$ cat src/rtl/hb_pkg.sv
// Shared definitions for the time-multiplexed halfband decimator:
// geometry constants, sequencer state encoding and the Q15 coefficient set.
package hb_pkg;

   localparam int         NTAPS      = 27;
   localparam int         NPAIRS     = 7;
   localparam int         PTR_W      = 5;
   localparam logic [2:0] CENTER_SEL = 3'd7;
   localparam logic [4:0] COUNT_FULL = 5'd27;

   typedef enum logic [1:0] {
      ST_IDLE,
      ST_PAIR,
      ST_CENTER,
      ST_DRAIN
   } hb_state_e;

   typedef logic signed [15:0] coef_t;

   // Unique symmetric-pair coefficients, outermost pair first; the center tap is 0.5.
   localparam coef_t HB_COEF [NPAIRS] = '{
      -16'sd33, 16'sd110, -16'sd285, 16'sd630, -16'sd1290, 16'sd2950, 16'sd6110
   };
   localparam coef_t HB_CENTER = 16'sd16384;

endpackage

$ cat src/rtl/hb_tap_addr.sv
// Circular-buffer read address generation for one symmetric-pair step
// (or the center tap) relative to the newest sample at base.
module hb_tap_addr
   import hb_pkg::*;
(
   input  logic [PTR_W-1:0] base,
   input  logic [2:0]       k,
   input  logic             center,
   output logic [PTR_W-1:0] addr_a,
   output logic [PTR_W-1:0] addr_b
);

   logic [PTR_W-1:0] k2;

   always_comb begin
      k2 = {1'b0, k, 1'b0};
      if (center) begin
         addr_a = base - 5'd13;
         addr_b = base - 5'd13;
      end else begin
         addr_a = base - k2;
         addr_b = base - (5'd26 - k2);
      end
   end

endmodule

$ cat src/rtl/hb_mac_sched.sv
// Halfband decimator sequencer: buffer write addressing, launch detection and
// the 8-step symmetric-pair MAC issue sequence with registered issue outputs.
module hb_mac_sched
   import hb_pkg::*;
#(
   parameter int MAC_LAT = 3
) (
   input  logic             clk,
   input  logic             reset_n,
   input  logic             x_in_valid,
   output logic             wr_en,
   output logic [PTR_W-1:0] wr_addr,
   output logic [PTR_W-1:0] rd_addr_a,
   output logic [PTR_W-1:0] rd_addr_b,
   output logic [2:0]       coef_sel,
   output logic             mac_en,
   output logic             mac_clr,
   output logic             mac_last,
   output logic             y_load,
   output logic             busy,
   output logic             overrun
);

   localparam int          DW         = (MAC_LAT > 1) ? $clog2(MAC_LAT) : 1;
   localparam logic [DW-1:0] DRAIN_LAST = DW'(MAC_LAT - 1);

   hb_state_e        state_q, state_d;
   logic [PTR_W-1:0] wp_q, wp_d;
   logic [4:0]       count_q, count_d;
   logic             phase_q, phase_d;
   logic [2:0]       k_q, k_d;
   logic [PTR_W-1:0] base_q, base_d;
   logic [DW-1:0]    dcnt_q, dcnt_d;
   logic             overrun_q, overrun_d;

   logic [PTR_W-1:0] rd_a_q, rd_a_d, rd_b_q, rd_b_d;
   logic [2:0]       coef_q, coef_d;
   logic             mac_en_q, mac_en_d;
   logic             mac_clr_q, mac_clr_d;
   logic             mac_last_q, mac_last_d;
   logic             y_load_q, y_load_d;
   logic             busy_q, busy_d;

   logic             launch, drain_done;
   logic [PTR_W-1:0] addr_a, addr_b;

   // Addresses are computed from the next state so the issue outputs can be registered.
   hb_tap_addr u_tap_addr (
      .base   (base_d),
      .k      (k_d),
      .center (state_d == ST_CENTER),
      .addr_a (addr_a),
      .addr_b (addr_b)
   );

   always_comb begin
      wr_en      = x_in_valid;
      wr_addr    = wp_q;
      launch     = x_in_valid && phase_q && (count_q == COUNT_FULL);
      drain_done = (state_q == ST_DRAIN) && (dcnt_q == DRAIN_LAST);

      wp_d    = wp_q;
      count_d = count_q;
      phase_d = phase_q;
      if (x_in_valid) begin
         wp_d    = wp_q + 5'd1;
         phase_d = ~phase_q;
         if (count_q != COUNT_FULL) count_d = count_q + 5'd1;
      end

      state_d   = state_q;
      k_d       = k_q;
      base_d    = base_q;
      dcnt_d    = dcnt_q;
      overrun_d = overrun_q;

      case (state_q)
         ST_IDLE: begin
            if (launch) begin
               state_d = ST_PAIR;
               k_d     = 3'd0;
               base_d  = wp_q;
            end
         end
         ST_PAIR: begin
            if (k_q == 3'(NPAIRS - 1)) state_d = ST_CENTER;
            else                       k_d     = k_q + 3'd1;
         end
         ST_CENTER: begin
            state_d = ST_DRAIN;
            dcnt_d  = '0;
         end
         ST_DRAIN: begin
            if (drain_done) begin
               if (launch) begin
                  state_d = ST_PAIR;
                  k_d     = 3'd0;
                  base_d  = wp_q;
               end else begin
                  state_d = ST_IDLE;
               end
            end else begin
               dcnt_d = dcnt_q + DW'(1);
            end
         end
         default: state_d = ST_IDLE;
      endcase

      // The y_load cycle is the one busy cycle in which a launch is accepted.
      if (launch && (state_q != ST_IDLE) && !drain_done) overrun_d = 1'b1;

      mac_en_d   = (state_d == ST_PAIR) || (state_d == ST_CENTER);
      mac_clr_d  = (state_d == ST_PAIR) && (k_d == 3'd0);
      mac_last_d = (state_d == ST_CENTER);
      coef_d     = (state_d == ST_CENTER) ? CENTER_SEL :
                   (state_d == ST_PAIR)   ? k_d : 3'd0;
      rd_a_d     = mac_en_d ? addr_a : '0;
      rd_b_d     = (state_d == ST_PAIR) ? addr_b : '0;
      y_load_d   = (state_d == ST_DRAIN) && (dcnt_d == DRAIN_LAST);
      busy_d     = (state_d != ST_IDLE);
   end

   always_ff @(posedge clk or negedge reset_n) begin
      if (!reset_n) begin
         state_q    <= ST_IDLE;
         wp_q       <= '0;
         count_q    <= '0;
         phase_q    <= 1'b0;
         k_q        <= '0;
         base_q     <= '0;
         dcnt_q     <= '0;
         overrun_q  <= 1'b0;
         rd_a_q     <= '0;
         rd_b_q     <= '0;
         coef_q     <= '0;
         mac_en_q   <= 1'b0;
         mac_clr_q  <= 1'b0;
         mac_last_q <= 1'b0;
         y_load_q   <= 1'b0;
         busy_q     <= 1'b0;
      end else begin
         state_q    <= state_d;
         wp_q       <= wp_d;
         count_q    <= count_d;
         phase_q    <= phase_d;
         k_q        <= k_d;
         base_q     <= base_d;
         dcnt_q     <= dcnt_d;
         overrun_q  <= overrun_d;
         rd_a_q     <= rd_a_d;
         rd_b_q     <= rd_b_d;
         coef_q     <= coef_d;
         mac_en_q   <= mac_en_d;
         mac_clr_q  <= mac_clr_d;
         mac_last_q <= mac_last_d;
         y_load_q   <= y_load_d;
         busy_q     <= busy_d;
      end
   end

   assign rd_addr_a = rd_a_q;
   assign rd_addr_b = rd_b_q;
   assign coef_sel  = coef_q;
   assign mac_en    = mac_en_q;
   assign mac_clr   = mac_clr_q;
   assign mac_last  = mac_last_q;
   assign y_load    = y_load_q;
   assign busy      = busy_q;
   assign overrun   = overrun_q;

endmodule

$ cat config.mk
export PLATFORM = sky130hd
export DESIGN_NAME = hb_mac_sched
export DESIGN_NICKNAME = d
export VERILOG_FILES = /design/src/rtl/hb_pkg.sv /design/src/rtl/hb_tap_addr.sv /design/src/rtl/hb_mac_sched.sv
export SDC_FILE = /design/constraint.sdc
export NUM_CORES = 1
export LEC_CHECK = 0
export ABC_CLOCK_PERIOD_IN_PS = 6600
export BUFFER_PORTS_ARGS = -buffer_cell sky130_fd_sc_hd__buf_2
export CAP_MARGIN = 20
export CORE_MARGIN = 5
export CORE_UTILIZATION = 35
export CTS_BUF_LIST = sky130_fd_sc_hd__clkbuf_2 sky130_fd_sc_hd__clkbuf_4 sky130_fd_sc_hd__clkbuf_8
export CTS_CLUSTER_DIAMETER = 30
export DETAILED_ROUTE_END_ITERATION = 8
export PLACE_DENSITY_LB_ADDON = 0.2
export SKIP_CTS_REPAIR_TIMING = 1
export SYNTH_ARGS = -nofsm -noshare
export SYNTH_HDL_FRONTEND = slang
export SYNTH_SLANG_ARGS = --single-unit
$ cat constraint.sdc
create_clock -name clk -period 6.6 [get_ports clk]
set_clock_uncertainty 0.2 [all_clocks]
set_input_delay 0.33 -clock clk [delete_from_list [all_inputs] [get_ports clk]]
set_output_delay 0.33 -clock clk [all_outputs]
set_load 0.005 [all_outputs]
Yosys cells after proc, flatten, opt, wreduce, memory -nomap -nowiden
Index checks and enable logic that the tools add are counted.
{"block": "classes", "n_addsub": 8, "n_eq_ne": 11, "muxes": 20, "n_bitwise": 1, "n_reduce_logical": 14}
{"cell": "$mux W5", "count": 6}
{"cell": "$mux W3", "count": 5}
{"cell": "$eq A2 B2 Y1 const B", "count": 6}
{"cell": "$add A5 B1 Y5 const B", "count": 2}
{"cell": "$pmux W5 S2", "count": 1}
{"cell": "$pmux W3 S3", "count": 1}
{"cell": "$mux W2", "count": 4}
{"cell": "$pmux W2 S4", "count": 1}
{"cell": "$logic_and A1 B1 Y1", "count": 7}
{"cell": "$eq A5 B5 Y1 const B", "count": 1}
{"cell": "$ne A5 B5 Y1 const B", "count": 1}
{"cell": "$sub A5 B4 Y5", "count": 1}
{"cell": "$sub A5 B4 Y5 const A", "count": 1}
{"cell": "$sub A5 B4 Y5 const B", "count": 1}
{"cell": "$sub A5 B5 Y5", "count": 1}
{"cell": "$eq A2 B1 Y1 const B", "count": 2}
{"cell": "$pmux W2 S2", "count": 1}
{"cell": "$reduce_bool A2 Y1", "count": 2}
{"cell": "$add A3 B1 Y3 const B", "count": 1}
{"cell": "$eq A3 B3 Y1 const B", "count": 1}
{"cell": "$logic_not A3 Y1", "count": 1}
{"cell": "$add A2 B1 Y2 const B", "count": 1}
{"cell": "$logic_not A2 Y1", "count": 1}
{"cell": "$reduce_and A2 Y1", "count": 1}
{"cell": "4 further kinds", "count": 4}
{"block": "totals", "ff_bits": 42, "inputBits": 3, "word_cells": 70}

Logic depth before layout (Yosys ltp)
Gate-level depths: netlist (run 1).
{"block": "logic_depth", "ltp_word": 9, "ltp_mapped": 16}

Cells and area by module
From an unflattened synthesis (run 1), not the netlist that was laid out.
{"block": "unflattened", "hier_cells": 210, "hier_area_um2": 2319.7}
{"mod": "hb_mac_sched", "instances": 1, "cells_each": 163, "area_each_um2": 1955.6}
{"mod": "hb_tap_addr", "instances": 1, "cells_each": 47, "area_each_um2": 364.1}

Worst setup path after synthesis (run 1)
OpenSTA, ideal clock, no wires.
{"block": "synth_timing", "path_type": "register -> register", "from": "register count_q[0]", "to": "register rd_b_q[4], in the netlist rd_addr_b[4]", "setup_time_ns": 0.119, "arrival_time_ns": 2.927, "slack_ns": 3.354, "stages_incl_launch_ff": 16, "path_buffers": 1, "cell_sequence": "dfrtp_1 ha_1 and4b_1 buf_4 nand3_4 a221o_1 a22o_1 inv_1 ha_1 ha_1 inv_1 fa_1 xor2_1 o21ai_2 xor2_1 and2_1"}
{"block": "synth_between", "elab_chain_len": 9, "word_cells_on_any_way": 19}
{"element": "start, declared", "line_no": "hb_mac_sched.sv:29", "rtl": "logic [4:0] count_q, count_d;"}
{"element": "start signal, assigned", "line_no": "hb_mac_sched.sv:144", "rtl": "count_q <= count_d;"}
{"element": "$eq A5 B5 Y1 (*)", "line_no": "hb_mac_sched.sv:59", "rtl": "launch = x_in_valid && phase_q && (count_q == COUNT_FULL);"}
{"element": "$logic_and A1 B1 Y1 (*)", "line_no": "hb_mac_sched.sv:59"}
{"element": "$mux W3 (*)", "line_no": "hb_mac_sched.sv:79, hb_mac_sched.sv:95"}
{"element": "$mux W3", "line_no": "hb_mac_sched.sv:94", "rtl": "if (drain_done) begin"}
{"element": "$pmux W3 S3 (*)", "line_no": "hb_mac_sched.sv:77", "rtl": "case (state_q)"}
{"element": "via k_d[1]", "line_no": "hb_mac_sched.sv:31", "rtl": "logic [2:0] k_q, k_d;"}
{"element": "$sub A5 B4 Y5 (*)", "line_no": "hb_tap_addr.sv:22", "rtl": "addr_b = base - (5'd26 - k2);"}
{"element": "$sub A5 B5 Y5 (*)", "line_no": "hb_tap_addr.sv:22"}
{"element": "$mux W5 (*)", "line_no": "hb_tap_addr.sv:17", "rtl": "if (center) begin"}
{"element": "$mux W5 (*)", "line_no": "hb_mac_sched.sv:118", "rtl": "rd_b_d = (state_d == ST_PAIR) ? addr_b : '0;"}
{"element": "via rd_b_d[4]", "line_no": "hb_mac_sched.sv:36", "rtl": "logic [PTR_W-1:0] rd_a_q, rd_a_d, rd_b_q, rd_b_d;"}
{"element": "end signal, assigned", "line_no": "hb_mac_sched.sv:151", "rtl": "rd_b_q <= rd_b_d;"}
{"element": "end, declared", "line_no": "hb_mac_sched.sv:36"}
The timed path passes the listed nets; every way through them passes the cells marked *.
A chain may end at the register's enable or synchronous reset.

Final worst setup path (run 1)
Ends and elaborated chain as after synthesis.

==> parameters.txt, run 1 <==
Parameter                              Value

Yosys
  Post-Syn Area per Cell    10.8 um2
  Synthesized cell area    2300 um2
  Main synth FF type    dfrtp_1
  Syn nets    239
  Cell count after synthesis    213
  Count of flip-flops with a built-in enable after synthesis    0
  Synthesis-stage register bit count    42
  Ys async rst share    100%
  Count of different cell masters after synthesis    48
  Share of the yosys chip area belonging to registers    45.8%
  Number of synthesis warnings    0

Final layout
  Post-Layout Inst Area    2640 um2
  Diode count    0
  Fraction of final layout cells sized beyond drive strength 1    20.0%
  Number of nets in the layout    270
  Count of placed standard cells in the final layout, fillers left out    322
  Area Overhead vs Synth    15.0%

Clock network
  Number of levels in the clock H-tree    2
  Number of sinks driven by the clock tree    42
  Clock transition at the registers of the reported paths    0.08 ns
  Clock buffers created by TritonCTS    5
  Clock tree root buffer cell    clkbuf_8
  Max Root-Sink Buffers    2
  TritonCTS clock tree    built
  Clock latency reported for the late side of the worst-skew pair    0.29 ns

Timing
  Final critical-path required period    3.65 ns
  Final number of setup-violating endpoints    0
  FMAX    0.274 GHz
  Pin slew with the least headroom to its limit    0.798 ns
  Max transition margin    46.8%
  Final worst path period share    55.3%
  Total negative setup slack    0 ns
  Final Max Tran Viols    0
  Setup repair after global routing missed its margin    false
  Final critical-path setup slack    2.95 ns
  Hold violation count in the final report    0

Power
  Peak supply drop    0.000206 V
  Power per standard cell area    551 nW/um2
  Leakage dissipation    1.30 nW

Route
  Via density per instance    4.92
  Number of design-rule violations left by the first detailed-router iteration    53
  DRT Wirelength    4600 um
  Remaining number of nets flagged by the antenna check after routing    0
  Remaining routing DRC violations    0
  Pre-antenna DRT Iters    4
  Number of vias after detailed routing    1583
  Final routed wire length divided by cell count    14.3 um

Hold path
  Path category of the worst min-delay check    input pin to register

Floorplanning
  Die area    8280 um2
  I/O pin count    28
  Chip Height    91.0 um
  Row Count    29
  CORE AREA    6350 um2
  Effective utilization at floorplan    36.2%
  Horizontal die dimension    91.0 um

Global routing
  Overall global routing resource usage    11.7%
  Maximum number of pins on one net before global-route repair    43
  Global route total overflow    0
  Number of antenna violations at the first check in global routing    0
  First-pass GRT wire length    8000 um
  Vias in the first global route    1651

Placement
  HPWL Detailed    3300 um
  Worst slack at placement    2.97 ns
  Gpl congestion    0.813
  Placement-stage cell area    2500 um2
  # placed instances    312
  IO Port Bufs    27

Worst setup path
  Worst Path Arrival    3.63 ns
  CP Launch Type    register
  Reg2Reg Setup Slack    2.95 ns
  Top fanout value on the critical path    6
  Path type of the worst setup path    register to register
  Crit path required time    6.58 ns
  Critical Path End Type    register

Run status
  Outcome    complete, no violations

Run
  Max Cap Violations    0
==> synth_stat cells (all sizes together), types with 5 or more instances <==
library cell  count  area [um2]
ha               21         263
nand2            11        41.3
xor2              6        52.6
dfrtp            42        1050
a21o              5        37.5
xnor2            10        87.6
or2               5        31.3
nor2             13        51.3
and2              6        37.5
nand4             6        37.5
inv              22        82.6
o21ai            12        63.8
a21oi             9        45.0
==> final timing paths <==
kind / cells after the start / to / startpoint
max reg2reg: 14 / rd_addr_b[4] / count_q[0]
min reg2reg: 1 / overrun / overrun
max: 14 / rd_addr_b[4] / count_q[0]
max in group asynchronous: 3 / rd_addr_a[4] / reset_n
min: 2 / phase_q / x_in_valid
min in group asynchronous: 2 / wr_addr[4] / reset_n
==> through the flow <==
| stage | utilization [%] | total power, mW | hold WS, ns |
|---|---|---|---|
| 2_1_floorplan | - | 1.05 | -0.166 |
| 4_1_cts | 41.1 | 1.47 | 0.0196 |
| 6_report | 41.6 | 1.45 | 0.238 |
| 5_1_grt | 41.6 | 1.61 | 0.258 |
| 3_3_place_gp | 39.4 | 1.26 | 0.265 |
| 3_5_place_dp | 39.4 | 1.27 | 0.259 |
==> sequential cells by signal, indices dropped and copies added, names as in the netlist <==
| name | flops |
|---|---|
| base_q | 5 |
| busy | 1 |
| coef_sel | 3 |
| count_q | 5 |
| dcnt_q | 2 |
| k_q | 3 |
| mac_clr | 1 |
| mac_en | 1 |
| mac_last | 1 |
| overrun | 1 |
| phase_q | 1 |
| rd_addr_a | 5 |
| rd_addr_b | 5 |
| state_q | 2 |
| wr_addr | 5 |
| y_load | 1 |
==> cells in the final DEF, fill, tap and decap left out, drive strengths merged, types with 8 or more instances in the layout <==
| cell | n |
|---|---|
| nand2 | 11 |
| o21ai | 12 |
| inv | 22 |
| a21oi | 9 |
| ha | 21 |
| buf | 28 |
| clkbuf | 8 |
| dfrtp | 42 |
| xnor2 | 10 |
| nor2 | 13 |
==> layer usage <==
layer	part of all wire (%)	GRT usage [%]	vias to the layer above	routed length [um]
met5	0	0	-	0
met4	1.4	4.03	0	63
met3	2.4	2.56	5	111
met2	48	19.0	20	2200
met1	48	15.6	764	2220
li1	-	-	794	-
==> worst max-delay path, cell delays in order, from the launching register on <==
cell and delay [ns]:
dfrtp_1 0.39, ha_1 0.22, and4b_1 0.38, nand3_4 0.15, a221o_1 0.41, a22o_1 0.30
inv_1 0.15, ha_1 0.17, ha_1 0.15, inv_1 0.05, fa_1 0.37, xor2_1 0.19
o21ai_2 0.07, xor2_1 0.17, and2_1 0.18
==> cell type report <==
| cell class | instances | area [um2] |
|---|---|---|
| Fill cell | 616 | 3710 |
| Multi-Input combinational cell | 144 | 1140 |
| Sequential cell | 42 | 1050 |
| Timing Repair Buffer | 29 | 165 |
| Clock buffer | 8 | 110 |
| Tap cell | 77 | 96.3 |
| Inverter | 22 | 82.6 |
==> kinds of logic (layout without fill, tap and decap cells) <==
logic type               count (synthesis)  count (layout)  synth area share, %
flip-flops                              42              42                 45.8
XOR/XNOR                                16              16                 6.10
multiplexers                             5               5                 2.34
AO/OA/AOI/OAI                           44              44                 14.2
buffers and inverters                   27              59                 4.79
adder cells (fa/ha/maj)                 23              23                 13.2
AND/OR/NAND/NOR                         56              56                 13.6
==> where the power goes <==
part           switching [mW]  internal, mW  leakage, nW
clock                  0.0887         0.106       0.0575
combinational           0.465         0.354        0.705
sequential             0.0733         0.368        0.536
total                   0.626         0.828         1.30
No activity file was read; power rests on OpenSTA's default activity.
==> inputs of run 2 (changes only) <==
--- a/config.mk
+++ b/config.mk
@@ -5,7 +5,8 @@
 export SDC_FILE = /design/constraint.sdc
 export NUM_CORES = 1
 export LEC_CHECK = 0
-export ABC_CLOCK_PERIOD_IN_PS = 6600
+export ABC_AREA = 1
+export ABC_CLOCK_PERIOD_IN_PS = 3200
 export BUFFER_PORTS_ARGS = -buffer_cell sky130_fd_sc_hd__buf_2
 export CAP_MARGIN = 20
 export CORE_MARGIN = 5
==> constraint.sdc (replaced) <==
create_clock -name clk -period 3.2 [get_ports clk]
set_clock_uncertainty 0.2 [all_clocks]
set_input_delay 0.16 -clock clk [delete_from_list [all_inputs] [get_ports clk]]
set_output_delay 0.16 -clock clk [all_outputs]
set_load 0.005 [all_outputs]
==> run 2 against run 1 <==
  * Die area is 2.1% higher
  * Setup slack worse by 2.7 ns
  * Sequential share of layout area is 2.4 points lower
  * Via count is 9.0% higher
  * Final cell count is 16% higher
  * Cell area is 6.6% higher
  * First-iteration DRC count is 28% higher
  * Core utilization is 2.0 points higher
  * Non-clock buffer count is 11 higher
  * Synthesized area is 2.4% higher
  * Critical endpoint unchanged
  * Highest routed layer unchanged
==> parameters.txt, run 2 <==
Parameter                              Value

Run status
  Outcome    complete, no violations

Floorplanning
  Chip Height    92.0 um
  CORE AREA    6460 um2
  I/O pin count    28
  Die area    8460 um2
  Effective utilization at floorplan    36.4%
  Row Count    29
  Horizontal die dimension    92.0 um

Yosys
  Synthesized cell area    2350 um2
  Cell with the most instances after synthesis    dfrtp_1
  Synthesis-stage register bit count    42
  Share of the yosys chip area belonging to registers    44.7%
  Ys async rst share    100%
  Dominant combinational cell family by area after synthesis    simple AND/OR/NAND/NOR gates
  Arithmetic-cell share of the synthesized area counting full adders, half adders and majority gates    12.9%
  Share of the synthesized netlist area taken by xor and xnor gates    4.10%
  Simple-gate share of the synthesized area    19.2%
  Cell count after synthesis    250
  Top-area cell type share of the netlist area    44.7%
  Most frequent cells after synthesis    dfrtp_1, inv_1, nand2_1
  Syn nets    276
  Mux share of post-synthesis cell area    0.479%
  Post-synthesis compound-gate area fraction    9.79%
  Count of different cell masters after synthesis    37
  Number of synthesis warnings    0
  Post-Syn Area per Cell    9.41 um2
  Main synth FF type    dfrtp_1
  Largest area contributor in the synthesized netlist    dfrtp_1
  Count of flip-flops with a built-in enable after synthesis    0
  Top cells by area in the synthesized netlist    dfrtp_1, ha_1, inv_1

Final layout
  Top library cells by usage in the layout, fill and taps aside    dfrtp_1, inv_1, nand2_1, buf_2, ha_1
  Diode count    0
  Fraction of final layout cells sized beyond drive strength 1    30.8%
  Sequential cell area    1050 um2
  Number of nets in the layout    320
  Filler Cells Inserted    648
  Leading cell type in the layout, fill and taps excluded    dfrtp_1
  Area used by multi-input combinational logic    1120 um2
  Area Overhead vs Synth    19.7%

Clock network
  Number of levels in the clock H-tree    2
  Max Root-Sink Buffers    2
  Clock tree root buffer cell    clkbuf_8
  Number of sinks driven by the clock tree    42
  Clock transition at the registers of the reported paths    0.08 ns
  TritonCTS clock tree    built
  Clock buffers created by TritonCTS    5
  Clock latency reported for the late side of the worst-skew pair    0.29 ns

Timing
  FMAX    0.336 GHz
  Final number of setup-violating endpoints    0
  Min Hold Slack    0.00876 ns
  Setup repair after global routing missed its margin    false
  Pin slew with the least headroom to its limit    0.514 ns
  Final Max Tran Viols    0
  Final worst path period share    93.1%
  Max transition margin    65.7%
  Total negative setup slack    0 ns
  Hold violation count in the final report    0
  Final critical-path required period    2.98 ns

Worst setup path
  Crit path required time    3.18 ns
  Worst Path Arrival    2.96 ns
  Top fanout value on the critical path    8
  Path type of the worst setup path    register to register
  Reg2Reg Setup Slack    0.22 ns
  CP Launch Type    register
  Critical Path End Type    register

Power
  Power per standard cell area    960 nW/um2
  Peak supply drop    0.000472 V
  Leakage dissipation    1.49 nW
  Pwr Total    2.70 mW

Placement
  HPWL Detailed    3650 um
  IO Port Bufs    27
  Gpl congestion    0.826

Route
  Number of design-rule violations left by the first detailed-router iteration    68
  Remaining routing DRC violations    0
  Pre-antenna DRT Iters    4
  DRT Wirelength    4790 um
  Via density per instance    4.64
  Remaining number of nets flagged by the antenna check after routing    0
  Number of vias after detailed routing    1725
  Final routed wire length divided by cell count    12.9 um

Global routing
  Global route total overflow    0
  Maximum number of pins on one net before global-route repair    43
  First-pass GRT wire length    8440 um
  Vias in the first global route    1814
  Number of antenna violations at the first check in global routing    0
  Overall global routing resource usage    12.5%

Run
  Max Cap Violations    0

Hold path
  Path category of the worst min-delay check    input pin to register
## run 2: cell types whose count changed after synthesis, moves of 6 or more
cell | before | now
nor2_1 | 12 | 18
a21oi_1 | 9 | 3
inv_1 | 21 | 41
o21ai_0 | 8 | 17
nand3_1 | 3 | 10
and2_1 | 6 | 0
nand2_2 | 0 | 9
nand2_1 | 11 | 32
xnor2_1 | 10 | 4
## run 2: report_power, final
| part | total (mW) | internal [mW] | leakage (nW) | switching (mW) |
|---|---|---|---|---|
| logic | 1.49 | 0.624 | 0.902 | 0.863 |
| registers | 0.853 | 0.733 | 0.536 | 0.120 |
| clock network | 0.361 | 0.183 | 0.0517 | 0.178 |
## run 2: layer usage
metal	wire length, um	part of all wire [%]	vias to the layer above	global-route usage, %
met5	0	0	-	0
met4	101	2.1	0	4.70
met3	170	3.6	9	3.11
met2	2230	47	27	20.3
met1	2280	48	812	16.0
li1	-	-	877	-
## run 2: final cells by class
class / instances / area share, %
Multi-Input combinational cell: 154 / 39.9
Timing Repair Buffer: 40 / 9.07
Tap cell: 77 / 3.42
Inverter: 51 / 6.89
Clock buffer: 7 / 3.20
Sequential cell: 42 / 37.4
Clock inverter: 1 / 0.178
## run 2: worst max-delay path, cell delays in order, from the launching register on
cell and delay (ns):
dfrtp_1 0.44, buf_4 0.16, ha_1 0.19, inv_2 0.13, o21ai_0 0.12, a21oi_2 0.12, nand2_2 0.07, nand2_4 0.09
nand2_1 0.06, ha_1 0.28, inv_1 0.05, fa_2 0.38, xnor2_1 0.14, xor2_1 0.17, o211ai_1 0.20, inv_1 0.07
## run 2: stage by stage
step | setup slack (ns) | util, % | instance area (um2) | std cells
final | 0.222 | 43.6 | 2820 | 372
after global routing | 0.0341 | 43.6 | 2820 | 372
after CTS | 0.0931 | 41.9 | 2710 | 365
after detailed placement | 0.110 | 40.5 | 2610 | 357
after global placement | 0.189 | 40.5 | 2610 | 357
after floorplan | 0.333 | - | 2350 | 250
## run 2: cell families after synthesis
family | Yosys count
multiplexers | 1
adder cells (fa/ha/maj) | 23
AO/OA/AOI/OAI | 33
XOR/XNOR | 11
flip-flops | 42
AND/OR/NAND/NOR | 86
buffers and inverters | 54
## run 2: path summary, 6_finish.rpt
check	from	endpoint	cells after the start
worst max register to register	state_q[1]	rd_addr_b[4]	15
worst min-delay path	x_in_valid	wr_addr[0]	2
max in group asynchronous	reset_n	state_q[0]	3
worst max-delay path	state_q[1]	rd_addr_b[4]	15
min in group asynchronous	reset_n	wr_addr[2]	2
worst min register to register	count_q[3]	count_q[3]	1
